$ cat config.mk
export PLATFORM = sky130hd
export DESIGN_NAME = distance_calculator_seq
export DESIGN_NICKNAME = d
export VERILOG_FILES = /design/src/rtl/distance_calculator_seq.sv
export SDC_FILE = /design/constraint.sdc
export NUM_CORES = 1
export LEC_CHECK = 0
export CORE_MARGIN = 2
export CORE_UTILIZATION = 62
export DETAILED_ROUTE_END_ITERATION = 16
export GPL_ROUTABILITY_DRIVEN = 0
export PLACE_DENSITY_LB_ADDON = 0.12
export SYNTH_ARGS = -nofsm -noshare
export SYNTH_HDL_FRONTEND = slang
export SYNTH_SLANG_ARGS = --single-unit
$ cat constraint.sdc
create_clock -name clk -period 7.6 [get_ports clk]
set_input_delay 1.52 -clock clk [delete_from_list [all_inputs] [get_ports clk]]
set_output_delay 1.52 -clock clk [all_outputs]
set_load 0.02 [all_outputs]
$ cat src/rtl/distance_calculator_seq.sv
// Sequential redundant-pair distance calculator: dr = ((ow-fw)*dv + d)/st,
// using bit-serial restoring division with valid/ready handshakes and per-cause error flags.
module distance_calculator_seq #(
   parameter int WORD_WIDTH = 8,
   parameter int DIST_WIDTH = 3
) (
   input  logic                  clk,
   input  logic                  reset,
   input  logic                  in_valid,
   output logic                  in_ready,
   input  logic [WORD_WIDTH-1:0] idx1,
   input  logic [WORD_WIDTH-1:0] idx2,
   input  logic [WORD_WIDTH-1:0] ow,
   input  logic [WORD_WIDTH-1:0] fw,
   input  logic [WORD_WIDTH-1:0] st,
   output logic                  out_valid,
   input  logic                  out_ready,
   output logic [DIST_WIDTH-1:0] dr,
   output logic                  dist_valid,
   output logic [3:0]            err
);
   localparam int W  = WORD_WIDTH;
   localparam int W2 = 2 * WORD_WIDTH;
   localparam int CW = $clog2(W2 + 1);

   typedef enum logic [2:0] {IDLE, DIV_FW, MUL, DIV_ST, OUT} state_t;

   state_t          state_q, state_d;
   logic [CW-1:0]   cnt_q, cnt_d;
   logic [W-1:0]    i1_q, i1_d, i2_q, i2_d, ow_q, ow_d, fw_q, fw_d, st_q, st_d;
   logic [W-1:0]    q1_q, q1_d, q2_q, q2_d, r1_q, r1_d, r2_q, r2_d;
   logic [W2-1:0]   n_q, n_d, rs_q, rs_d;
   logic [DIST_WIDTH-1:0] dr_q, dr_d;
   logic [3:0]      err_q, err_d;
   logic            dv_q, dv_d;

   // One restoring-division step per operand; the quotient shifts in where the dividend shifts out.
   logic [W:0]      r1s, r2s, fw_x;
   logic            ge1, ge2;
   logic [W-1:0]    r1n, r2n;
   logic [W2:0]     rss, st_x;
   logic            ges;
   logic [W2-1:0]   rsn, qsn;
   logic [W2-1:0]   wd_x, dvd_x, d_x, nst;
   logic            ovf, sterr;

   always_comb begin
      fw_x  = {1'b0, fw_q};
      r1s   = {r1_q, q1_q[W-1]};
      r2s   = {r2_q, q2_q[W-1]};
      ge1   = (r1s >= fw_x);
      ge2   = (r2s >= fw_x);
      r1n   = ge1 ? W'(r1s - fw_x) : r1s[W-1:0];
      r2n   = ge2 ? W'(r2s - fw_x) : r2s[W-1:0];
      st_x  = {{(W2 + 1 - W){1'b0}}, st_q};
      rss   = {rs_q, n_q[W2-1]};
      ges   = (rss >= st_x);
      rsn   = ges ? W2'(rss - st_x) : rss[W2-1:0];
      qsn   = {n_q[W2-2:0], ges};
      wd_x  = {{W{1'b0}}, W'(ow_q - fw_q)};
      dvd_x = {{W{1'b0}}, W'(q2_q - q1_q)};
      d_x   = {{W{1'b0}}, W'(i2_q - i1_q)};
      nst   = wd_x * dvd_x + d_x;
      ovf   = |(qsn >> DIST_WIDTH);
      sterr = |rsn;
   end

   always_comb begin
      state_d = state_q;
      cnt_d   = cnt_q;
      i1_d = i1_q; i2_d = i2_q; ow_d = ow_q; fw_d = fw_q; st_d = st_q;
      q1_d = q1_q; q2_d = q2_q; r1_d = r1_q; r2_d = r2_q;
      n_d  = n_q;  rs_d = rs_q;
      dr_d = dr_q; err_d = err_q; dv_d = dv_q;
      case (state_q)
         IDLE: if (in_valid) begin
            i1_d = idx1; i2_d = idx2; ow_d = ow; fw_d = fw; st_d = st;
            q1_d = idx1; q2_d = idx2; r1_d = '0; r2_d = '0;
            cnt_d = '0;
            if (fw == '0 || st == '0) begin
               state_d = OUT; err_d = 4'b1000; dr_d = '0; dv_d = 1'b0;
            end else if (idx2 < idx1 || ow < fw) begin
               state_d = OUT; err_d = 4'b0100; dr_d = '0; dv_d = 1'b0;
            end else begin
               state_d = DIV_FW;
            end
         end
         DIV_FW: begin
            q1_d  = {q1_q[W-2:0], ge1};
            q2_d  = {q2_q[W-2:0], ge2};
            r1_d  = r1n;
            r2_d  = r2n;
            cnt_d = cnt_q + 1'b1;
            if (cnt_q == CW'(W - 1)) begin
               state_d = MUL;
               cnt_d   = '0;
            end
         end
         MUL: begin
            n_d     = nst;
            rs_d    = '0;
            cnt_d   = '0;
            state_d = DIV_ST;
         end
         DIV_ST: begin
            n_d   = qsn;
            rs_d  = rsn;
            cnt_d = cnt_q + 1'b1;
            if (cnt_q == CW'(W2 - 1)) begin
               state_d = OUT;
               dr_d    = qsn[DIST_WIDTH-1:0];
               err_d   = {2'b00, ovf, sterr};
               dv_d    = ~(ovf | sterr);
            end
         end
         OUT: if (out_ready) state_d = IDLE;
         default: state_d = IDLE;
      endcase
   end

   always_ff @(posedge clk or posedge reset) begin
      if (reset) begin
         state_q <= IDLE;
         cnt_q <= '0;
         i1_q <= '0; i2_q <= '0; ow_q <= '0; fw_q <= '0; st_q <= '0;
         q1_q <= '0; q2_q <= '0; r1_q <= '0; r2_q <= '0;
         n_q  <= '0; rs_q <= '0;
         dr_q <= '0; err_q <= '0; dv_q <= 1'b0;
      end else begin
         state_q <= state_d;
         cnt_q <= cnt_d;
         i1_q <= i1_d; i2_q <= i2_d; ow_q <= ow_d; fw_q <= fw_d; st_q <= st_d;
         q1_q <= q1_d; q2_q <= q2_d; r1_q <= r1_d; r2_q <= r2_d;
         n_q  <= n_d;  rs_q <= rs_d;
         dr_q <= dr_d; err_q <= err_d; dv_q <= dv_d;
      end
   end

   assign in_ready   = (state_q == IDLE);
   assign out_valid  = (state_q == OUT);
   assign dr         = dr_q;
   assign err        = err_q;
   assign dist_valid = dv_q;
endmodule

* Word-level counts from Yosys, hierarchy flattened
Cells that the tools add are included.
W data, S select, Z words.
** Cells by class
- Reductions and logical operators :: 16
- Multiply operators :: 1
- Equal/unequal tests :: 11
- Add/subtract/negate cells :: 8
- Muxes and demuxes :: 37
- Bitwise logic cells :: 2
- $lt $le $gt $ge :: 5
** Operators by type and width (number)
- $pmux W16 S2 :: 2
- $pmux W8 S2 :: 4
- $mux W8 :: 5
- $sub A8 B8 Y8 :: 5
- $mux W3 :: 10
- $pmux W5 S4 :: 1
- $ge A9 B8 Y1 :: 2
- $ge A17 B8 Y1 :: 1
- $add A16 B8 Y16 :: 1
- $logic_not A8 Y1 :: 2
- $lt A8 B8 Y1 :: 2
- $mul A8 B8 Y16 :: 1
- $mux W16 :: 1
- $mux W4 :: 4
- $reduce_or A16 Y1 :: 1
- $sub A16 B8 Y16 :: 1
- $pmux W3 S5 :: 1
- $reduce_or A13 Y1 :: 1
- $mux W5 :: 2
- $pmux W4 S2 :: 1
- $reduce_and A4 Y1 :: 2
- $eq A3 B2 Y1 const B :: 2
- $ne A2 B2 Y1 const B :: 3
- $pmux W3 S2 :: 1
- 16 further kinds :: 24
** Storage, ports and cells
- Register bits :: 120
- Bits of input ports :: 44
- Output and inout port bits :: 10

* Longest topological paths before layout
Gate-level depths: netlist (run 1).
- Depth after elaboration :: 7
- Gate-level depth with buffers :: 27
- Gate-level depth less buffers :: 27

* Least setup slack after synthesis (run 1)
OpenSTA, ideal clock, no wires.
- Kind :: reg2reg
- Start point :: register q2_q[0]
- End point :: register n_q[12]
- Required time :: 7.474 ns
- Setup slack :: 1.876 ns
- Stages on the path, launching flop included :: 25
- Period minus slack after synthesis :: 5.724 ns
- Data arrival time :: 5.598 ns
- Setup time :: 0.126 ns
- Path through :: dfrtp_1 -> inv_1 -> ha_1 -> inv_1 -> fa_1 -> nand2_1 -> nand2_1 -> a21oi_1 -> o21ai_0 -> a21oi_1 -> xor2_1 -> nor2_1 -> fa_1 -> fa_1 -> fa_1 -> inv_1 -> fa_1 -> inv_1 -> ha_1 -> a21o_1 -> a31o_2 -> a211oi_1 -> xor2_1 -> nor3_1 -> a221o_1
** Between the ends
- Longest elaborated chain between the ends :: 4
** RTL lines
- start: declaration :: RTL line 31 : logic [W-1:0] q1_q, q1_d, q2_q, q2_d, r1_q, r1_d, r2_q, r2_d;
- start signal: assignment :: RTL line 133 : q1_q <= q1_d; q2_q <= q2_d; r1_q <= r1_d; r2_q <= r2_d;
- $sub A8 B8 Y8 :: RTL line 61 : dvd_x = {{W{1'b0}}, W'(q2_q - q1_q)};
- $mul A8 B8 Y16 :: RTL line 63 : nst = wd_x * dvd_x + d_x;
- $add A16 B8 Y16 :: RTL line 63
- $pmux W16 S2 :: RTL line 75 : case (state_q)
- end signal: assignment :: RTL line 134 : n_q <= n_d; rs_q <= rs_d;
- end: declaration :: RTL line 32 : logic [W2-1:0] n_q, n_d, rs_q, rs_d;
No other way between the ends.
A chain may end at the register's enable or synchronous reset.

* Worst setup path after layout (run 1)
- Start point :: register q2_q[0]
- End point :: register n_q[15]
Same word-level chain as after synthesis.

==> impl_metrics.json, run 1 <==
{
  "outcome": "finished clean",
  "end_kind": "flop",
  "rsz0062_at_grt": "false",
  "viasPerCell": 5.908,
  "arrival_ns": 6.61,
  "worst_hold_path.num_cells": 1,
  "multi_input_area_um2": 6277,
  "cts_setup_buffers": 0,
  "dieArea_um2": 17100,
  "first_iter_violations": 657,
  "max_freq_mhz": 158.5,
  "ys_types": 71,
  "hold_viol_final": 0,
  "setup_viol": 0,
  "fin_nets": 1373,
  "slew_viol_final": 0,
  "synth_ff_type": "dfrtp_1",
  "grt_max_degree": 71,
  "critPathTopFamily": "adder cells",
  "synth-edff-count": 0,
  "drive_gt1_share_pct": 6.198,
  "finalSetupTns_ns": 0,
  "worst_slew_margin_rel_pct": 22.33,
  "clkTransAtPathRegs_ns": 0.06,
  "clock_sinks": 120,
  "routedWlPerCell_um": 17.21,
  "area_delta_synth_final_pct": 13.39,
  "antenna_found_initial": 0,
  "core_area_um2": 15770,
  "cts_buffers": 17,
  "cpMaxStageDelayCell": "fa_1",
  "grt.overflow.total": 0,
  "drcViolationCount": 0,
  "floorplan.initialDensity_pct": 63.16,
  "synth_seq_cells": 120,
  "die_h_um": 130.8,
  "dr.pass1.iters": 5,
  "yosysWarnings": 0,
  "worstRegToRegCells": 26,
  "async_flop_share_pct": 100.0,
  "cp_max_fo": 8,
  "htree_levels": 4,
  "cp-start-kind": "flop",
  "antennaDiodeCount": 0,
  "syn_avg_cell_area_um2": 8.699,
  "clock_skew_ns": 0.008006,
  "routed_wl_mm": 24.26,
  "fillerInstances": 1237,
  "grt_usage_pct": 30.18,
  "grt_pass1_wl_mm": 40.03,
  "critPathRequiredTime_ns": 7.90,
  "drv_cap": 0,
  "seq_area_um2": 3003,
  "hold_path.class": "reg2reg",
  "vias": 8330,
  "netlist_area_um2": 9961,
  "io_buffers": 53,
  "clock_latency_ns": 0.42,
  "synth_nets": 1337,
  "fin_cells": 1410,
  "fin_crit_sh_pct": 83.04,
  "cpPeakStageDelay_ns": 0.54,
  "clk_path_buf_depth": 2,
  "tightest_slew_ns": 1.165,
  "path_buf_inv": 5,
  "ys_seq_area_share_pct": 30.15,
  "rows": 46,
  "cts_hold_buf": 0,
  "synthCells": 1145,
  "first_global_vias": 8131,
  "period_needed_ns": 6.311,
  "clock-root-buffer": "clkbuf_16",
  "cp.depth": 26,
  "tritoncts": "yes",
  "io_pins": 54,
  "ctsResizeCount": 0,
  "die-width_um": 130.8,
  "crit_type": "reg2reg",
  "ant_nets": 0,
  "hpwl_mm": 17.60,
  "dpl.cell_count": 1378
}
[worst reg2reg max path, stage by stage, from the launching register on]
cell and delay [ns]:
dfrtp_1 0.37, inv_1 0.10, ha_1 0.16, inv_1 0.05, fa_1 0.40, nand2_1 0.09, nand2_1 0.05, a21oi_1 0.22
o21ai_0 0.11, a21oi_1 0.18, xor2_1 0.50, or2_2 0.23, fa_1 0.45, fa_1 0.54, inv_1 0.05, fa_1 0.54
inv_1 0.07, fa_1 0.54, inv_1 0.04, ha_1 0.34, o21a_1 0.13, o31a_1 0.14, o211ai_1 0.23, a21oi_1 0.12
o31ai_1 0.30, xnor2_1 0.15, o21ai_0 0.08
[cells in the mapped netlist (9+ instances only)]
cell type,instances,area [µm²]
mux2i_1,15,150.1
ha_1,98,1226
a22oi_1,13,97.59
dfrtp_1,120,3003
a21o_1,14,105.1
nor3_1,23,115.1
or3_1,13,81.33
xnor2_1,20,175.2
a211oi_1,9,67.56
a22o_1,14,122.6
nor2b_1,11,68.82
nand2b_1,17,106.4
nand2_1,158,593.1
or2_2,18,112.6
nand4_1,11,68.82
o21ai_0,91,455.4
o21a_1,10,75.07
a21oi_1,58,290.3
fa_1,50,1001
xor2_1,21,183.9
clkbuf_1,37,138.9
nor2_1,58,217.7
nand3_1,17,85.08
inv_1,140,525.5
o211ai_1,13,97.59
[final cells by class]
class / instances / area share [%]
Clock inverter: 10 / 1.451
Timing Repair Buffer: 58 / 5.029
Clock buffer: 22 / 4.287
Tap cell: 216 / 2.393
Multi-Input combinational cell: 844 / 55.58
Inverter: 140 / 4.675
Sequential cell: 120 / 26.59
[path summary, 6_finish.rpt]
| check | from | endpoint | slack [ns] |
|---|---|---|---|
| setup / recovery | q2_q[0] | n_q[15] | 1.29 |
| hold / removal | err[3] | err[3] | 0.48 |
| setup reg to reg | q2_q[0] | n_q[15] | 1.29 |
| hold reg to reg | err[3] | err[3] | 0.48 |
| max in group asynchronous | reset | i1_q[3] | 4.77 |
| min in group asynchronous | reset | cnt_q[2] | 1.60 |
[per-stage QoR]
step	area (µm²)	util (%)	hold slack, ns	setup WS [ns]
4_1_cts	11290	71.62	0.4844	1.304
2_1_floorplan	9961	-	0.4497	1.876
3_5_place_dp	10650	67.51	0.4691	1.411
6_report	11290	71.62	0.4795	1.289
5_1_grt	11290	71.62	0.4975	0.9454
3_3_place_gp	10650	67.51	0.4664	1.593
[per-layer routing]
metal / routed length [µm] / GRT usage, % / share of wire (%) / up-vias
li1: - / - / - / 4007
met1: 10900 / 40.54 / 45 / 4017
met2: 11450 / 49.30 / 47 / 258
met3: 1362 / 6.393 / 5.6 / 48
met4: 556 / 9.825 / 2.3 / 0
met5: 0 / 0 / 0 / -
[flip-flops by register name (all words and copies together) (netlist names)]
name,flops
dist_valid,1
i1_q,8
r1_q,8
r2_q,8
rs_q,16
fw_q,8
q2_q,8
cnt_q,5
err,4
ow_q,8
dr,3
i2_q,8
n_q,16
state_q,3
st_q,8
q1_q,8
[cell usage in the layout (no fill, tap or decap), drive strengths merged, types with 15 or more instances in the layout]
| master | n |
|---|---|
| nand2b | 17 |
| xor2 | 21 |
| nand2 | 158 |
| xnor2 | 20 |
| nand3 | 18 |
| nor3 | 24 |
| inv | 141 |
| a21oi | 58 |
| o21ai | 92 |
| or2 | 18 |
| clkdlybuf4s50 | 53 |
| ha | 98 |
| dfrtp | 120 |
| nor2 | 58 |
| clkbuf | 22 |
| fa | 50 |
| mux2i | 15 |
[logic make-up (layout without fill, tap and decap cells)]
family                     count (synthesis)  count (layout)  synth area share (%)
and+or+nand+nor                          367             367                 17.84
muxes                                     16              16                 1.620
buffers and inverters                    181             230                 6.921
xor gates and xnor gates                  41              41                 3.605
AOI/OAI and AO/OA                        272             272                 17.51
adders and majority gates                148             148                 22.36
DFF                                      120             120                 30.15
Power of run 1 is not shown: default switching activity piles up to over one toggle a cycle in this logic, so the estimate is an artifact.
==> run 2, diff against run 1 <==
--- a/config.mk
+++ b/config.mk
@@ -6,7 +6,7 @@
 export NUM_CORES = 1
 export LEC_CHECK = 0
 export CORE_MARGIN = 2
-export CORE_UTILIZATION = 62
+export CORE_UTILIZATION = 56
 export DETAILED_ROUTE_END_ITERATION = 16
 export GPL_ROUTABILITY_DRIVEN = 0
 export PLACE_DENSITY_LB_ADDON = 0.12
==> constraint.sdc (replaced) <==
create_clock -name clk -period 5.7 [get_ports clk]
set_input_delay 1.14 -clock clk [delete_from_list [all_inputs] [get_ports clk]]
set_output_delay 1.14 -clock clk [all_outputs]
set_load 0.02 [all_outputs]
==> run 2 against run 1 <==
Effect of this change:
- sequential share of layout area is 1.5 points lower
- utilization fell by 2.7 points
- via count is 1.6% higher
==> impl_metrics.json, run 2 (same netlist as run 1, synthesis figures left out) <==
{
  "die_h_um": 137.4,
  "clkTransAtPathRegs_ns": 0.06,
  "cts_hold_buf": 0,
  "floorplan.initialDensity_pct": 57.39,
  "clock_latency_ns": 0.43,
  "cp_max_fo": 3,
  "crit-reg2reg-capture": "n_q[11]",
  "fin_crit_sh_pct": 98.25,
  "drv_cap": 0,
  "area_delta_synth_final_pct": 20.07,
  "core_area_um2": 17360,
  "clock-root-buffer": "clkbuf_16",
  "cts_buffers": 17,
  "die-width_um": 137.4,
  "multi_input_area_um2": 6565,
  "fin_nets": 1430,
  "worst_slew_margin_rel_pct": 20.76,
  "arrival_ns": 5.89,
  "cp-start-kind": "flop",
  "fillerInstances": 1366,
  "clock_skew_ns": 0.01356,
  "grt_max_degree": 76,
  "cp_common_cell": "fa_1",
  "slew_viol_final": 0,
  "worst_hold_path.num_cells": 1,
  "outcome": "finished clean",
  "dr.pass1.iters": 8,
  "routed_wl_mm": 25.37,
  "setup_viol": 0,
  "top_regs": "n_q: 16 flops, rs_q: 16 flops",
  "first_iter_violations": 454,
  "tightest_slew_ns": 1.189,
  "grt_pass1_wl_mm": 40.81,
  "critPathTopFamily": "adder cells",
  "min-delay-start": "err[3]",
  "clock_sinks": 120,
  "cp.depth": 26,
  "reg2reg_slack_ns": 0.1,
  "hold_viol_final": 0,
  "tritoncts": "yes",
  "vias": 8466,
  "seq_area_um2": 3004,
  "antennaDiodeCount": 0,
  "rows": 48,
  "worstRegToRegCells": 26,
  "cpMaxStageDelayCell": "fa_1",
  "path_buf_inv": 5,
  "hold_end": "err[3]",
  "grt.overflow.total": 0,
  "drcViolationCount": 0,
  "hpwl_mm": 18.65,
  "routedWlPerCell_um": 17.19,
  "grt_usage_pct": 27.64,
  "first_global_vias": 8265,
  "antenna_found_initial": 0,
  "clk_path_buf_depth": 2,
  "critPathRequiredTime_ns": 5.99,
  "finalSetupTns_ns": 0,
  "layout_common_cells": "155 x nand2_1, 129 x inv_1, 119 x dfrtp_1, 89 x ha_1, 82 x o21ai_0",
  "hold_path.class": "reg2reg",
  "fin_util_pct": 68.91,
  "final_common_cell": "nand2_1",
  "max_freq_mhz": 178.6,
  "ant_nets": 0,
  "io_pins": 54,
  "end_kind": "flop",
  "reg2reg_from": "fw_q[0]",
  "dieArea_um2": 18870,
  "viasPerCell": 5.736,
  "rsz0062_at_grt": "true",
  "period_needed_ns": 5.600,
  "htree_levels": 4,
  "crit_type": "reg2reg",
  "drive_gt1_share_pct": 14.87,
  "io_buffers": 53,
  "cpPeakStageDelay_ns": 0.54
}
==> run 2: cell types whose count changed in the layout (fill, tap and decap cells not counted), moves of 6 or more <==
cell,previous run,this run
a21oi_1,58,48
a21oi_2,0,9
buf_4,5,61
ha_1,98,89
ha_4,0,9
inv_1,139,129
inv_2,0,10
o21ai_0,91,82
o21ai_1,1,7
==> run 2: worst max-delay path by stage <==
| stage | endpoint | start |
|---|---|---|
| final | n_q[11] | fw_q[0] |
| after global routing | n_q[11] | q1_q[1] |
| after CTS | n_q[15] | q2_q[0] |
| after detailed placement | n_q[15] | q2_q[0] |
| after global placement | n_q[15] | q2_q[0] |
| after floorplan | n_q[15] | q2_q[0] |
==> run 2: layout make-up <==
cell class                      count  share of cell area (%)
Clock buffer                       17                   3.557
Multi-Input combinational cell    844                   54.89
Timing Repair Buffer              115                   8.359
Sequential cell                   120                   25.12
Tap cell                          225                   2.354
Inverter                          140                   4.415
Clock inverter                     15                   1.308
==> run 2: through the flow <==
step | setup slack [ns] | area (µm²) | std cells | hold slack (ns)
3_5_place_dp | -0.1612 | 10990 | 1431 | 0.4676
6_report | 0.09987 | 11960 | 1476 | 0.4803
3_3_place_gp | -0.06104 | 10990 | 1431 | 0.4643
5_1_grt | -0.1804 | 11960 | 1476 | 0.4972
4_1_cts | -0.001251 | 11650 | 1465 | 0.4837
2_1_floorplan | 0.004931 | 9968 | 1145 | 0.4497
==> run 2: layer usage <==
layer,track usage [%],up-vias,routed length [µm]
li1,-,4120,-
met1,37.96,4105,11610
met2,46.38,203,12290
met3,3.532,38,994
met4,7.159,0,471
met5,0,-,0
==> run 2: timing repair <==
action                     in CTS  in global routing
setup endpoints to repair       5                  8
pin swaps                       9                 50
resized for setup              15                 58
hold endpoints to repair        0                  0
setup buffers                   2                 11
Power of run 2 is left out for the same reason.
==> run 3, diff against run 2 <==
--- a/config.mk
+++ b/config.mk
@@ -10,6 +10,7 @@
 export DETAILED_ROUTE_END_ITERATION = 16
 export GPL_ROUTABILITY_DRIVEN = 0
 export PLACE_DENSITY_LB_ADDON = 0.12
+export SETUP_SLACK_MARGIN = 0.4
 export SYNTH_ARGS = -nofsm -noshare
 export SYNTH_HDL_FRONTEND = slang
 export SYNTH_SLANG_ARGS = --single-unit
==> run 3 against run 2 <==
Effect of this change:
- cell count down 0.47%
- hold slack about the same
- design area rose by 0.83%
- utilization grew 0.57 points
- maximum frequency down 1.2%
- flip-flop and latch count unchanged
- worst setup slack worse by 0.068 ns
- register-to-register slack worse by 0.07 ns
- critical endpoint is now n_q[15]
- via count up 2.9%
- critical path depth is 2 lower
- first-iteration DRC count is 35% higher
==> impl_metrics.json, run 3 (same netlist as run 1, synthesis figures left out) <==
{
  "cpPeakStageDelay_ns": 0.54,
  "die_h_um": 137.4,
  "clock-root-buffer": "clkbuf_16",
  "drive_gt1_share_pct": 15.84,
  "tritoncts": "yes",
  "rsz0062_at_grt": "true",
  "ant_nets": 0,
  "worstPathCellList": "ha_1, nor2b_1, o21ai_1, a21boi_1, o21ai_2, a21o_1, and3_4, or3_4, fa_1, fa_1, inv_2, fa_1, inv_1, fa_1, inv_2, ha_4, o21a_1, o31a_1, o211ai_1, a21oi_2, buf_4, o31ai_4, xnor2_1, o21ai_1",
  "end_kind": "flop",
  "reg2reg_slack_ns": 0.03,
  "routed_wl_mm": 26.58,
  "cp_common_cell": "fa_1",
  "fin_crit_sh_pct": 99.44,
  "arrival_ns": 5.97,
  "area_delta_synth_final_pct": 21.07,
  "cpMaxStageDelayCell": "fa_1",
  "cts_buffers": 17,
  "cp-start-kind": "flop",
  "rows": 48,
  "dr.pass1.iters": 9,
  "cts_hold_buf": 0,
  "top_regs": "n_q: 16 flops, rs_q: 16 flops",
  "hold_path.class": "reg2reg",
  "routedWlPerCell_um": 18.09,
  "first_global_vias": 8371,
  "fillerInstances": 1326,
  "viasPerCell": 5.929,
  "grt_usage_pct": 29.17,
  "critPathRequiredTime_ns": 6.00,
  "clock_sinks": 120,
  "io_pins": 54,
  "core_area_um2": 17360,
  "cp_max_fo": 3,
  "htree_levels": 4,
  "grt_pass1_wl_mm": 42.33,
  "fin_nets": 1423,
  "layout_common_cells": "152 x nand2_1, 127 x inv_1, 118 x dfrtp_1, 88 x ha_1, 79 x o21ai_0",
  "grt.overflow.total": 0,
  "clock_skew_ns": 0.01303,
  "drcViolationCount": 0,
  "worst_slew_margin_rel_pct": 21.32,
  "worst_hold_path.num_cells": 2,
  "setup_viol": 0,
  "io_buffers": 53,
  "outcome": "finished clean",
  "hpwl_mm": 18.89,
  "hold_end": "ow_q[6]",
  "grt_max_degree": 56,
  "tightest_slew_ns": 1.176,
  "reg2reg_from": "q2_q[1]",
  "slew_viol_final": 0,
  "floorplan.initialDensity_pct": 57.39,
  "antennaDiodeCount": 0,
  "first_iter_violations": 613,
  "antenna_found_initial": 0,
  "drv_cap": 0,
  "hold_viol_final": 0,
  "die-width_um": 137.4,
  "clkTransAtPathRegs_ns": 0.06,
  "dieArea_um2": 18870,
  "period_needed_ns": 5.668,
  "clk_path_buf_depth": 2,
  "clock_latency_ns": 0.43,
  "max_freq_mhz": 176.4,
  "crit_type": "reg2reg",
  "final_common_cell": "nand2_1",
  "fin_util_pct": 69.48,
  "vias": 8709,
  "worstRegToRegCells": 24,
  "crit-reg2reg-capture": "n_q[15]",
  "min-delay-start": "ow_q[6]"
}
run 3: cell types whose count changed in the layout (fill, tap and decap cells not counted), moves of 3 or more:
cell,change
inv_8,-4
nand2_1,-3
nand2_2,+3
o21ai_2,+4
o21ai_0,-3
buf_4,-9
run 3: final cells by class:
| class | instances | area (µm²) | share of cell area [%] |
|---|---|---|---|
| clock inverters | 13 | 167.7 | 1.390 |
| flip-flops and latches | 120 | 3005 | 24.92 |
| well taps | 225 | 281.5 | 2.335 |
| multi-input cells | 844 | 6679 | 55.38 |
| inverters | 140 | 528.0 | 4.378 |
| repair buffers | 108 | 954.7 | 7.917 |
| clock buffers | 19 | 442.9 | 3.673 |
run 3: what timing repair did:
item	in CTS	in global routing
pin swaps	43	49
endpoints found under the setup margin	9	9
setup buffers	15	15
resized for setup	37	41
run 3: how the worst max path moves through the flow:
| stage | from | to | slack [ns] | depth (start not counted) |
|---|---|---|---|---|
| 6_report | q2_q[1] | n_q[15] | 0.03 | 24 |
| 5_1_grt | q2_q[1] | n_q[13] | -0.26 | 23 |
| 4_1_cts | ow_q[0] | n_q[15] | 0.12 | 27 |
| 3_5_place_dp | ow_q[0] | n_q[12] | -0.09 | 26 |
| 3_3_place_gp | ow_q[0] | n_q[12] | 0.12 | 26 |
| 2_1_floorplan | q2_q[1] | n_q[12] | 0.32 | 23 |
run 3: through the flow:
step | hold slack, ns | worst slack (ns) | instances | area (µm²) | setup TNS [ns]
after floorplan | 0.4497 | 0.3185 | 1145 | 10060 | 0
after global placement | 0.4671 | 0.1162 | 1407 | 10890 | 0
after detailed placement | 0.4673 | -0.09264 | 1407 | 10890 | -0.2401
after CTS | 0.4838 | 0.1248 | 1454 | 11760 | 0
after global routing | 0.5010 | -0.2580 | 1469 | 12060 | -0.7512
final | 0.4801 | 0.03190 | 1469 | 12060 | 0
run 3: critical path: cells and delay by family, from the launching register on:
| kind | cells | cell delay (ns) |
|---|---|---|
| buf+inv | 4 | 0.30 |
| xor+xnor | 1 | 0.15 |
| compound gates | 10 | 1.53 |
| simple gates | 3 | 0.62 |
| fa+ha+maj | 6 | 2.52 |
| flops | 1 | 0.42 |
run 3: routing by layer:
layer / routed length (µm) / share of wire, % / track usage [%]
met2: 12610 / 47 / 46.68
met4: 690 / 2.6 / 8.992
met5: 0 / 0 / 0
met1: 11750 / 44 / 40.80
met3: 1524 / 5.7 / 4.746
Power of run 3 is left out for the same reason.
==> edit 1 (config.mk and constraints of run 3) <==
`n_q` no longer has a reset.
--- a/src/rtl/distance_calculator_seq.sv
+++ b/src/rtl/distance_calculator_seq.sv
@@ -124,16 +124,20 @@
          cnt_q <= '0;
          i1_q <= '0; i2_q <= '0; ow_q <= '0; fw_q <= '0; st_q <= '0;
          q1_q <= '0; q2_q <= '0; r1_q <= '0; r2_q <= '0;
-         n_q  <= '0; rs_q <= '0;
+         rs_q <= '0;
          dr_q <= '0; err_q <= '0; dv_q <= 1'b0;
       end else begin
          state_q <= state_d;
          cnt_q <= cnt_d;
          i1_q <= i1_d; i2_q <= i2_d; ow_q <= ow_d; fw_q <= fw_d; st_q <= st_d;
          q1_q <= q1_d; q2_q <= q2_d; r1_q <= r1_d; r2_q <= r2_d;
-         n_q  <= n_d;  rs_q <= rs_d;
+         rs_q <= rs_d;
          dr_q <= dr_d; err_q <= err_d; dv_q <= dv_d;
       end
+   end
+
+   always_ff @(posedge clk) begin
+      n_q <= n_d;
    end
 
    assign in_ready   = (state_q == IDLE);
Behaviour: same outputs for any inputs over 10 cycles, from zero or initial values and one cycle with reset high; that may be too few to reach the edited logic, so the function may still have changed.
==> edit 1 against run 3 <==
- the run now ends with negative setup slack left
- sequential cell count stayed put
- setup slack worse by 0.15 ns
- die area decreased by 1.6%
- design area grew 0.89%
- via count is 6.9% lower
- wire length decreased by 9.3%
- area after synthesis shrank 1.7%
- critical path type unchanged
- critical endpoint is now n_q[15]
- highest routed layer unchanged
Power is not shown: default switching activity piles up to over one toggle a cycle in this logic, so the estimate is an artifact.
==> edit 1: results <==
export IMPL_synth_edf_count=16
export IMPL_synth_top_cells_by_count="sky130_fd_sc_hd__nand2_1, sky130_fd_sc_hd__inv_1, sky130_fd_sc_hd__dfrtp_1, sky130_fd_sc_hd__ha_1, sky130_fd_sc_hd__nor2_1"
export IMPL_synth_fp_nets=1310
export IMPL_wl_per_cell_um=16.3
export IMPL_num_nonclk_inverters=138
export IMPL_pre_cts_ws_ns=-0.264
export IMPL_multi_input_gates=828
export IMPL_synth_seq_area_share_pct=31.5
export IMPL_route_vias_total=8105
export IMPL_post_place_cells=1428
export IMPL_wirelength_met1_mm=11.4
export IMPL_wl_met3_um=949
export IMPL_final_instance_count_excl_fill=1481
export IMPL_setup_viol=3
export IMPL_run_status="finished, violations left"
export IMPL_dr_pass1_iters=5
export IMPL_clock_skew_final_ns=0.00742
export IMPL_violations="negative setup slack"
export IMPL_detailed_place_area_mm2=0.0111
export IMPL_final_critical_path_setup_slack_ns=-0.118
export IMPL_groute_layer_met1_usage_pct=38.0
export IMPL_syn_avg_cell_area_um2=8.76
export IMPL_synth_area_mux_share_pct=1.87
export IMPL_layout_drive_gt1_share_pct=16.8
export IMPL_post_cts_setup_buffers=13
export IMPL_area_share_nonclk_buffers_pct=9.89
export IMPL_max_slew_margin_pct=27.1
export IMPL_layout_area_seq_mm2=0.00308
export IMPL_finalInstanceArea_mm2=0.0122
export IMPL_synth_top_cells_by_area="sky130_fd_sc_hd__dfrtp_1, sky130_fd_sc_hd__ha_1, sky130_fd_sc_hd__fa_1"
## edit 1: changes by cell type after synthesis, moves of 10 or more
cell	run 3	this run
sky130_fd_sc_hd__dfrtp_1	120	104
sky130_fd_sc_hd__nor2_1	58	89
sky130_fd_sc_hd__or2_2	18	8
sky130_fd_sc_hd__a21oi_1	58	43
sky130_fd_sc_hd__nand2_1	158	174
sky130_fd_sc_hd__xnor2_1	20	34
sky130_fd_sc_hd__clkbuf_1	37	24
sky130_fd_sc_hd__edfxtp_1	0	16
## edit 1: final timing paths
kind | to | slack [ns] | from | depth (start not counted)
worst max register to register | n_q[15] | -0.12 | ow_q[0] | 26
min in group asynchronous | r1_q[4] | 1.24 | reset | 2
worst max-delay path | n_q[15] | -0.12 | ow_q[0] | 26
worst min-delay path | ow_q[5] | 0.48 | ow_q[5] | 2
worst min register to register | ow_q[5] | 0.48 | ow_q[5] | 2
max in group asynchronous | rs_q[12] | 3.49 | reset | 3
==> edit 2 (flow settings as in run 3) <==
Made on the original files. The parameter `WORD_WIDTH` goes from 8 to 4.
--- a/src/rtl/distance_calculator_seq.sv
+++ b/src/rtl/distance_calculator_seq.sv
@@ -1,7 +1,7 @@
 // Sequential redundant-pair distance calculator: dr = ((ow-fw)*dv + d)/st,
 // using bit-serial restoring division with valid/ready handshakes and per-cause error flags.
 module distance_calculator_seq #(
-   parameter int WORD_WIDTH = 8,
+   parameter int WORD_WIDTH = 4,
    parameter int DIST_WIDTH = 3
 ) (
    input  logic                  clk,
Interface: changed (5 resized); port bits go from 54 to 34. No check against the original RTL was run, so the function may have changed too.
==> edit 2 against run 3 <==
- area after synthesis fell by 54%
- design area fell by 57%
- wire length fell by 64%
- utilization fell by 3.2 points
- setup slack improved by 0.97 ns
- sequential cell count fell by 53
- non-clock buffer count fell by 73
- count of clock-buffer cells in the layout fell by 10
- largest cell class unchanged
- highest routed layer unchanged
Power is left out: the tool's default activity adds up to more than one toggle a clock period on the data nets, which glitch-free logic cannot reach.
==> edit 2: results <==
export IMPL_run_status="finished, final reports clean"
export IMPL_cts_clk_slew_worst_paths_ns=0.09
export IMPL_global_route_usage_total_pct=23.4
export IMPL_proportion_of_register_bits_with_asynchronous_set_or_reset_after_synthesis_pct=100
export IMPL_yosysWarnings=0
export IMPL_worst_path_dominant_cell_family="adder cells"
export IMPL_cts_root_buffer="sky130_fd_sc_hd__clkbuf_8"
export IMPL_cts_buffer_depth=2
export IMPL_cts_htree_levels=3
export IMPL_wl_mm=9.59
export IMPL_number_of_drc_markers_in_iteration_0=153
export IMPL_biggestRegsByFlops="n_q x8, rs_q x8"
export IMPL_synth_top_cells_by_count="sky130_fd_sc_hd__nand2_1, sky130_fd_sc_hd__dfrtp_1, sky130_fd_sc_hd__inv_1, sky130_fd_sc_hd__ha_1, sky130_fd_sc_hd__o21ai_0"
export IMPL_first_global_vias=3440
export IMPL_synth_fp_nets=576
export IMPL_antenna_found_initial=0
export IMPL_drc=0
export IMPL_route_vias_total=3511
export IMPL_cts_buffers_inserted=9
export IMPL_fillerInstances=619
export IMPL_finish_net_count=606
export IMPL_synth_top_cells_by_area="sky130_fd_sc_hd__dfrtp_1, sky130_fd_sc_hd__ha_1, sky130_fd_sc_hd__fa_1"
export IMPL_tightestPinTransition_ns=0.969
export IMPL_crit_path_max_fanout=4
export IMPL_grt_max_degree=68
export IMPL_grt_first_pass_wirelength_mm=16.2
export IMPL_dr_pass1_iters=4
export IMPL_post_cts_setup_buffers=0
export IMPL_layout_drive_gt1_share_pct=7.55
export IMPL_numPortBuffers=33
export IMPL_worstHoldPathType="register to register"
export IMPL_postCtsResizedCells=0
export IMPL_yosys_most_used_dff="sky130_fd_sc_hd__dfrtp_1"
export IMPL_synth_seq_area_share_pct=36.7
export IMPL_place_hpwl_mm=7.24
export IMPL_clock_skew_final_ns=0.0171
export IMPL_insertion_delay_ns=0.35
export IMPL_synth_lib_cells_used_distinct=51
export IMPL_detailed_place_area_mm2=0.00497
export IMPL_cpMaxStageDelayCell="sky130_fd_sc_hd__fa_1"
export IMPL_worst_path_largest_cell_delay_ns=0.54
export IMPL_num_antenna_cells=0
==> edit 2: logic make-up (layout without fill, tap and decap cells) <==
family / count (synthesis) / count (layout) / synth area share [%]
AO/OA/AOI/OAI: 110 / 110 / 15.2
XOR/XNOR: 17 / 17 / 3.26
adder cells (fa/ha/maj): 57 / 57 / 17.8
buffers and inverters: 67 / 102 / 5.62
flip-flops: 67 / 67 / 36.7
multiplexers: 19 / 19 / 4.47
AND/OR/NAND/NOR: 158 / 158 / 17.0
==> edit 2: cell type report <==
type / instances / area [um^2] / area share [%]
timing repair buffer: 35 / 345 / 6.67
inverter: 51 / 191 / 3.70
multi-input combinational: 361 / 2630 / 50.9
sequential: 67 / 1680 / 32.4
tap: 102 / 128 / 2.47
clock buffer: 9 / 124 / 2.39
clock inverter: 7 / 76.3 / 1.47
==> edit 2: final timing paths <==
path	slack, ns	from	to	depth (start not counted)
setup / recovery	1.01	q1_q[1]	n_q[7]	17
min in group asynchronous	1.35	reset	cnt_q[1]	3
setup reg to reg	1.01	q1_q[1]	n_q[7]	17
hold reg to reg	0.50	dr[2]	dr[2]	2
max in group asynchronous	3.78	reset	st_q[1]	3
hold / removal	0.50	dr[2]	dr[2]	2
==> edit 2: metrics by stage <==
stage | setup slack, ns | cells | hold WS [ns] | util, %
floorplan | 1.26 | 495 | 0.449 | -
global placement | 1.12 | 616 | 0.465 | 63.7
detailed placement | 0.996 | 616 | 0.479 | 63.7
CTS | 0.992 | 632 | 0.498 | 66.3
global route | 0.690 | 632 | 0.519 | 66.3
finish | 1.01 | 632 | 0.496 | 66.3
==> edit 2: routing by layer <==
metal,GRT usage (%),wire length [um],vias up
met5,0,0,-
met4,7.97,163,0
met3,3.29,307,11
met2,40.4,4680,62
met1,30.3,4430,1681
li1,-,-,1757
